`src/rtl/otter_ctrl_pkg.sv`:
```
// otter_ctrl_pkg: shared state type and default timing constants for the OTTER run controller
package otter_ctrl_pkg;
    typedef enum logic [2:0] {
        RST_HOLD = 3'd0,
        HALTED   = 3'd1,
        STEP     = 3'd2,
        RUNNING  = 3'd3
    } run_state_t;
    localparam int DEF_RST_CYCLES = 4;
    localparam int DEF_DB_CYCLES  = 1000000;
endpackage

```
`src/rtl/button_debounce.sv`:
```
// button_debounce: 2-FF synchronizer, stability debounce and rising-edge pulse for one board button
//  clk, s_reset : clock, synchronous active-high reset
//  btn          : raw asynchronous bouncy button
//  pulse        : one-clk pulse when a press is accepted (registered)
module button_debounce
    import otter_ctrl_pkg::*;
#(
    parameter int DB_CYCLES = DEF_DB_CYCLES
) (
    input  logic clk,
    input  logic s_reset,
    input  logic btn,
    output logic pulse
);
    localparam int CW = DB_CYCLES > 1 ? $clog2(DB_CYCLES) : 1;
    logic [1:0]    sync;
    logic          level;
    logic [CW-1:0] cnt;
    logic          done;
    assign done = cnt == CW'(DB_CYCLES - 1);
    // level follows the synchronized input only after DB_CYCLES consecutive differing samples
    always_ff @(posedge clk) begin
        if (s_reset) begin
            sync  <= '0;
            level <= 1'b0;
            cnt   <= '0;
            pulse <= 1'b0;
        end else begin
            sync  <= {sync[0], btn};
            pulse <= 1'b0;
            if (sync[1] == level) begin
                cnt <= '0;
            end else if (done) begin
                level <= sync[1];
                cnt   <= '0;
                pulse <= sync[1];
            end else begin
                cnt <= cnt + CW'(1);
            end
        end
    end
endmodule

```
`src/rtl/otter_run_ctrl.sv`:
```
// otter_run_ctrl: OTTER MCU run controller driving mcu_reset and a rate-selectable clock enable
//  clk, s_reset : clock, synchronous active-high reset
//  btn_run      : run/halt toggle button (raw)
//  btn_step     : single-step button (raw)
//  btn_init     : re-init button, re-runs the MCU reset hold (raw)
//  div_sel      : CE period exponent, period = 2**div_sel clk cycles
//  mcu_reset    : reset to the MCU (registered)
//  mcu_ce       : one-clk clock enable to the MCU (registered)
//  running      : high while RUNNING
//  state_o      : state encoding RST_HOLD=0 HALTED=1 STEP=2 RUNNING=3
module otter_run_ctrl
    import otter_ctrl_pkg::*;
#(
    parameter int RST_CYCLES = DEF_RST_CYCLES,
    parameter int DB_CYCLES  = DEF_DB_CYCLES,
    parameter bit START_RUN  = 1'b1,
    parameter int DIV_W      = 5
) (
    input  logic             clk,
    input  logic             s_reset,
    input  logic             btn_run,
    input  logic             btn_step,
    input  logic             btn_init,
    input  logic [DIV_W-1:0] div_sel,
    output logic             mcu_reset,
    output logic             mcu_ce,
    output logic             running,
    output logic [2:0]       state_o
);
    localparam int CNT_W  = 2 ** DIV_W;
    localparam int HOLD_W = $clog2(RST_CYCLES + 1);
    run_state_t       state, nxt;
    logic [HOLD_W-1:0] hold;
    logic [CNT_W-1:0]  div, div_max;
    logic [DIV_W-1:0]  sel_q;
    logic run_p, step_p, init_p, hold_last, wrap, sel_chg;
    button_debounce #(.DB_CYCLES(DB_CYCLES)) u_db_run  (.clk(clk), .s_reset(s_reset), .btn(btn_run),  .pulse(run_p));
    button_debounce #(.DB_CYCLES(DB_CYCLES)) u_db_step (.clk(clk), .s_reset(s_reset), .btn(btn_step), .pulse(step_p));
    button_debounce #(.DB_CYCLES(DB_CYCLES)) u_db_init (.clk(clk), .s_reset(s_reset), .btn(btn_init), .pulse(init_p));
    assign div_max   = (CNT_W'(1) << div_sel) - CNT_W'(1);
    assign wrap      = div == div_max;
    assign sel_chg   = div_sel != sel_q;
    assign hold_last = hold == HOLD_W'(RST_CYCLES - 1);
    assign state_o   = state;
    always_comb begin
        nxt = state;
        if (init_p) nxt = RST_HOLD;
        else case (state)
            RST_HOLD: if (hold_last) nxt = START_RUN ? RUNNING : HALTED;
            HALTED:   nxt = run_p ? RUNNING : step_p ? STEP : HALTED;
            STEP:     nxt = HALTED;
            RUNNING:  nxt = run_p ? HALTED : RUNNING;
            default:  nxt = RST_HOLD;
        endcase
    end
    // Outputs are computed from the next state so they change together with state_o.
    // On entry to RUNNING or a rate change the period restarts: only div_sel=0 fires immediately.
    always_ff @(posedge clk) begin
        sel_q <= div_sel;
        if (s_reset) begin
            state     <= RST_HOLD;
            hold      <= '0;
            div       <= '0;
            mcu_reset <= 1'b1;
            mcu_ce    <= 1'b1;
            running   <= 1'b0;
        end else begin
            state     <= nxt;
            hold      <= (state == RST_HOLD && nxt == RST_HOLD && !init_p) ? hold + HOLD_W'(1) : '0;
            div       <= (state == RUNNING && nxt == RUNNING && !sel_chg && !wrap) ? div + CNT_W'(1) : '0;
            mcu_reset <= nxt == RST_HOLD;
            mcu_ce    <= nxt == RST_HOLD || nxt == STEP ||
                         (nxt == RUNNING && ((state != RUNNING || sel_chg) ? div_sel == '0 : wrap));
            running   <= nxt == RUNNING;
        end
    end
endmodule

```
`config.mk`:
```
export PLATFORM = sky130hd
export DESIGN_NAME = otter_run_ctrl
export DESIGN_NICKNAME = d
export VERILOG_FILES = /design/src/rtl/otter_ctrl_pkg.sv /design/src/rtl/button_debounce.sv /design/src/rtl/otter_run_ctrl.sv
export SDC_FILE = /design/constraint.sdc
export NUM_CORES = 1
export LEC_CHECK = 0
export CAP_MARGIN = 10
export CORE_MARGIN = 2
export CORE_UTILIZATION = 32
export CTS_CLUSTER_DIAMETER = 50
export DETAILED_ROUTE_END_ITERATION = 12
export PLACE_DENSITY = 0.45
export SLEW_MARGIN = 20
export SYNTH_ARGS = -nofsm -noshare
export SYNTH_HDL_FRONTEND = slang
export SYNTH_SLANG_ARGS = --single-unit
export TNS_END_PERCENT = 20
```
`constraint.sdc`:
```
create_clock -name clk -period 5.6 [get_ports clk]
set_clock_uncertainty 0.1 [all_clocks]
set_input_delay 0.84 -clock clk [delete_from_list [all_inputs] [get_ports clk]]
set_output_delay 0.84 -clock clk [all_outputs]
set_load 0.005 [all_outputs]
```
==> reports/metrics.yaml <==
pwr:
  power_density_mw_per_mm2: 288
  power.static_leakage_nw: 2.27
  share_seq_of_total_power_pct: 42.0
  net-switching-power_mw: 0.473
  internal_power_mw: 1.55
  comb_power_share_pct: 4.5
  worst_ir_drop_vdd_v: 0.000185
  p_clk_share_pct: 53.5
  power.share.switching_pct: 23.4
layout:
  multiInputGateArea_mm2: 0.00351
  final_net_count: 729
  areaGrowthSynthToFinish_pct: 14.9
  count_of_antenna_diodes_in_the_layout: 0
  proportion_of_layout_cells_with_a_drive_suffix_above_1_pct: 10.5
  area.sequential_mm2: 0.00236
  fillerInstances: 1903
  layoutNonFillerInstCount: 959
floorplan:
  design.die.area_mm2: 0.0202
  start_util_pct: 32.7
  die_span_y_um: 142
  die_w_um: 142
  core-area_mm2: 0.0187
  row_count: 50
  top_level_ports: 16
job:
  max-cap-violations: 0
clocking:
  register_clock_pin_slew_on_the_reported_worst_setup_and_hold_paths_ns: 0.06
  max-clock-path-buffers: 2
  cts_hold_repair.buffers: 0
  clock_sink_count: 118
  tritoncts.num_buffers: 17
  ctsRootBufferMaster: "sky130_fd_sc_hd__clkbuf_16"
  clock_latency_on_the_worst_skew_pair_ns: 0.41
  post_cts_resize_count: 0
  htree_num_levels: 4
  tritoncts_clock_tree: "done"
  cts_setup_buffers: 0
drt:
  drtAntennaViolNets: 0
  number_of_detailed_routing_iterations_run_before_antenna_repair: 5
  post_drt_wl_per_cell_um: 14.4
  drt-initial-drc-count: 300
  dr_total_vias: 4959
  routed_wirelength_um: 13800
  vias_per_cell: 5.17
  drcViolationCount: 0
logic_synthesis:
  average_footprint_of_a_synthesized_cell_um2: 8.68
  synth_enable_flop_cells: 0
  asyncSetResetFlopFracSynth_pct: 0
  post-synth-top-area-cell: "sky130_fd_sc_hd__dfxtp_1"
  syn-num-nets: 721
  synth-seq-cells: 118
  synth.top_cells.by_area: "sky130_fd_sc_hd__dfxtp_1, sky130_fd_sc_hd__xor2_1, sky130_fd_sc_hd__xnor2_1, sky130_fd_sc_hd__nor2_1, sky130_fd_sc_hd__nand3_1"
  synth-warning-count: 0
  post-synth-top-area-fraction_pct: 38.7
  netlist_area_before_placement_mm2: 0.00611
  ys.flop_type: "sky130_fd_sc_hd__dfxtp_1"
  synth.distinct_cells: 71
  synth.yosys.seq_area_share_pct: 38.7
  post_synth_inst_count: 704
sta:
  timing.max_slew.rel_slack_pct: 51.6
  final_period_utilization_pct: 81.0
  slew_violations: 0
  fin_crit_ns: 4.54
  rsz0062_at_grt: "false"
  worst_slew_pin_slew_ns: 0.716
  fin_tns_setup_ns: 0
  timing_hold_violations_final: 0
  fmax_mhz: 220
  final-setup-viol-count: 0
  finalWorstSetupSlack_ns: 1.06
outcome:
  result_of_the_run: "complete, no violations"
worst_setup_path:
  worst_ep_arrival_time_ns: 4.71
  maximum_net_fanout_on_the_critical_path: 25
  crit_required_ns: 5.77
  worst_setup_path_start_kind: "primary input"
  largest_incremental_delay_on_the_critical_path_ns: 0.59
  timing.critical_path.slowest_stage_cell: "sky130_fd_sc_hd__or4_4"
  type_of_element_capturing_the_critical_path: "flop"
  critical_path_class: "in2reg"
  crit_path_cell_trace: "clkdlybuf4s50_1 > nor4_1 > buf_4 > nor2b_1 > inv_1 > ha_1 > or2_2 > o32ai_1 > o31a_1 > o2111ai_1 > or4_4 > nor4_4 > buf_4 > nor4_1"
  reg2regPathDepth: 8
hold_path:
  min_path_type: "reg2reg"
  hold-path-cell-count: 1
place:
  dpl_ws_ns: 0.667
  dp_hpwl_um: 9650
  place.port_buffers: 15
  gp_routability_congestion: 0.842
  placedCellCount: 927
grt:
  antenna_found_initial: 0
  vias_in_the_first_global_route: 4819
  global_route_wire_length_before_repair_um: 24100
  globalRouteOverflowTotal: 0
  grt_max_degree: 41
  global_route_usage_over_all_layers_pct: 14.8
layout by cell type, fill, tap and decap left out, types with 3 or more instances in the layout:
cell and instances:
sky130_fd_sc_hd__or2_2 3, sky130_fd_sc_hd__and3_1 16, sky130_fd_sc_hd__a21o_1 3, sky130_fd_sc_hd__clkdlybuf4s50_1 15, sky130_fd_sc_hd__or4_4 3, sky130_fd_sc_hd__and2_1 3
sky130_fd_sc_hd__ha_1 7, sky130_fd_sc_hd__inv_6 4, sky130_fd_sc_hd__o31a_1 4, sky130_fd_sc_hd__o31ai_1 3, sky130_fd_sc_hd__or3_1 6, sky130_fd_sc_hd__nand2b_1 3
sky130_fd_sc_hd__nor2b_1 13, sky130_fd_sc_hd__dfxtp_1 118, sky130_fd_sc_hd__inv_1 12, sky130_fd_sc_hd__clkbuf_16 17, sky130_fd_sc_hd__nor3b_1 4, sky130_fd_sc_hd__nor3_1 20
sky130_fd_sc_hd__a21oi_1 10, sky130_fd_sc_hd__and4_1 10, sky130_fd_sc_hd__clkinv_4 3, sky130_fd_sc_hd__buf_4 9, sky130_fd_sc_hd__nor2_1 103, sky130_fd_sc_hd__nor4_1 19
sky130_fd_sc_hd__nand3_1 55, sky130_fd_sc_hd__xor2_1 59, sky130_fd_sc_hd__nand4_1 17, sky130_fd_sc_hd__a31oi_1 3, sky130_fd_sc_hd__nand2_1 46, sky130_fd_sc_hd__mux2i_1 4
sky130_fd_sc_hd__nor3_2 20, sky130_fd_sc_hd__xnor2_1 47, sky130_fd_sc_hd__o21ai_0 11
cells in the mapped netlist, types with 11 or more instances:
library cell               number
sky130_fd_sc_hd__nor4_1        19
sky130_fd_sc_hd__and3_1        16
sky130_fd_sc_hd__xnor2_1       47
sky130_fd_sc_hd__inv_1         12
sky130_fd_sc_hd__nand3_1       55
sky130_fd_sc_hd__nand4_1       17
sky130_fd_sc_hd__nor2b_1       13
sky130_fd_sc_hd__dfxtp_1      118
sky130_fd_sc_hd__nor2_1       103
sky130_fd_sc_hd__nor3_2        20
sky130_fd_sc_hd__nand2_1       46
sky130_fd_sc_hd__o21ai_0       11
sky130_fd_sc_hd__nor3_1        20
sky130_fd_sc_hd__xor2_1        59
sky130_fd_sc_hd__clkbuf_1      16
critical path: cells and delay by family:
kind                       cells  cell delay, ns
adders and majority gates      1            0.33
and+or+nand+nor                6            1.76
AOI/OAI and AO/OA              3            0.67
buffers and inverters          4            1.09
sequential cells by signal (all words and copies together) (netlist names):
signal and count:
u_db_init.sync 2, u_db_init.cnt 20, mcu_reset 1, hold 3, u_db_init.pulse 1, u_db_step.cnt 20
u_db_run.cnt 20, u_db_step.pulse 1, u_db_run.sync 2, sel_q 5, mcu_ce 1, u_db_step.sync 2
u_db_run.level 1, u_db_run.pulse 1, u_db_init.level 1, running 1, state_o 3, div 32
u_db_step.level 1
metrics by stage:
stage / area, µm² / hold WS (ns) / util [%] / total power, mW
after floorplan: 6110 / 0.299 / - / 0.935
after global placement: 6430 / 0.311 / 34.4 / 0.958
after detailed placement: 6430 / 0.318 / 34.4 / 0.958
after CTS: 7020 / 0.327 / 37.5 / 2.05
after global routing: 7020 / 0.343 / 37.5 / 2.10
final: 7020 / 0.319 / 37.5 / 2.02
path summary, 6_finish.rpt:
| path | slack (ns) | start | to |
|---|---|---|---|
| worst max-delay path | 1.06 | div_sel[4] | div[9] |
| worst min-delay path | 0.32 | hold[0] | hold[0] |
| worst max register to register | 2.64 | div[14] | div[9] |
| worst min register to register | 0.32 | hold[0] | hold[0] |
power by group through the flow:
stage	registers (mW)	clock network, mW	logic, mW
finish	0.849	1.08	0.0911
detailed placement	0.868	0	0.0904
floorplan	0.867	0	0.0684
CTS	0.849	1.11	0.0909
global route	0.850	1.15	0.102
global placement	0.867	0	0.0903
routing by layer:
layer	GRT usage, %	up-vias	part of all wire [%]
li1	-	2482	-
met2	24.6	98	49
met5	0	-	0
met1	18.6	2357	46
met3	3.47	22	3.7
met4	5.89	0	1.9
logic make-up after synthesis:
family / count (synthesis) / synth area share (%)
compound gates: 65 / 7.66
xor+xnor: 108 / 15.9
fa+ha+maj: 7 / 1.43
buf+inv: 47 / 3.89
flops: 118 / 38.7
mux: 5 / 0.839
other cells: 1 / 0.0614
simple gates: 353 / 31.5
cell type report:
cell class / instances / area share (%)
inverters: 12 / 0.641
clock buffers: 17 / 6.06
clock inverters: 15 / 2.41
multi-input cells: 539 / 50.0
repair buffers: 24 / 3.10
well taps: 234 / 4.17
flip-flops and latches: 118 / 33.6
Note: power is estimated with default switching activity, not from simulation.
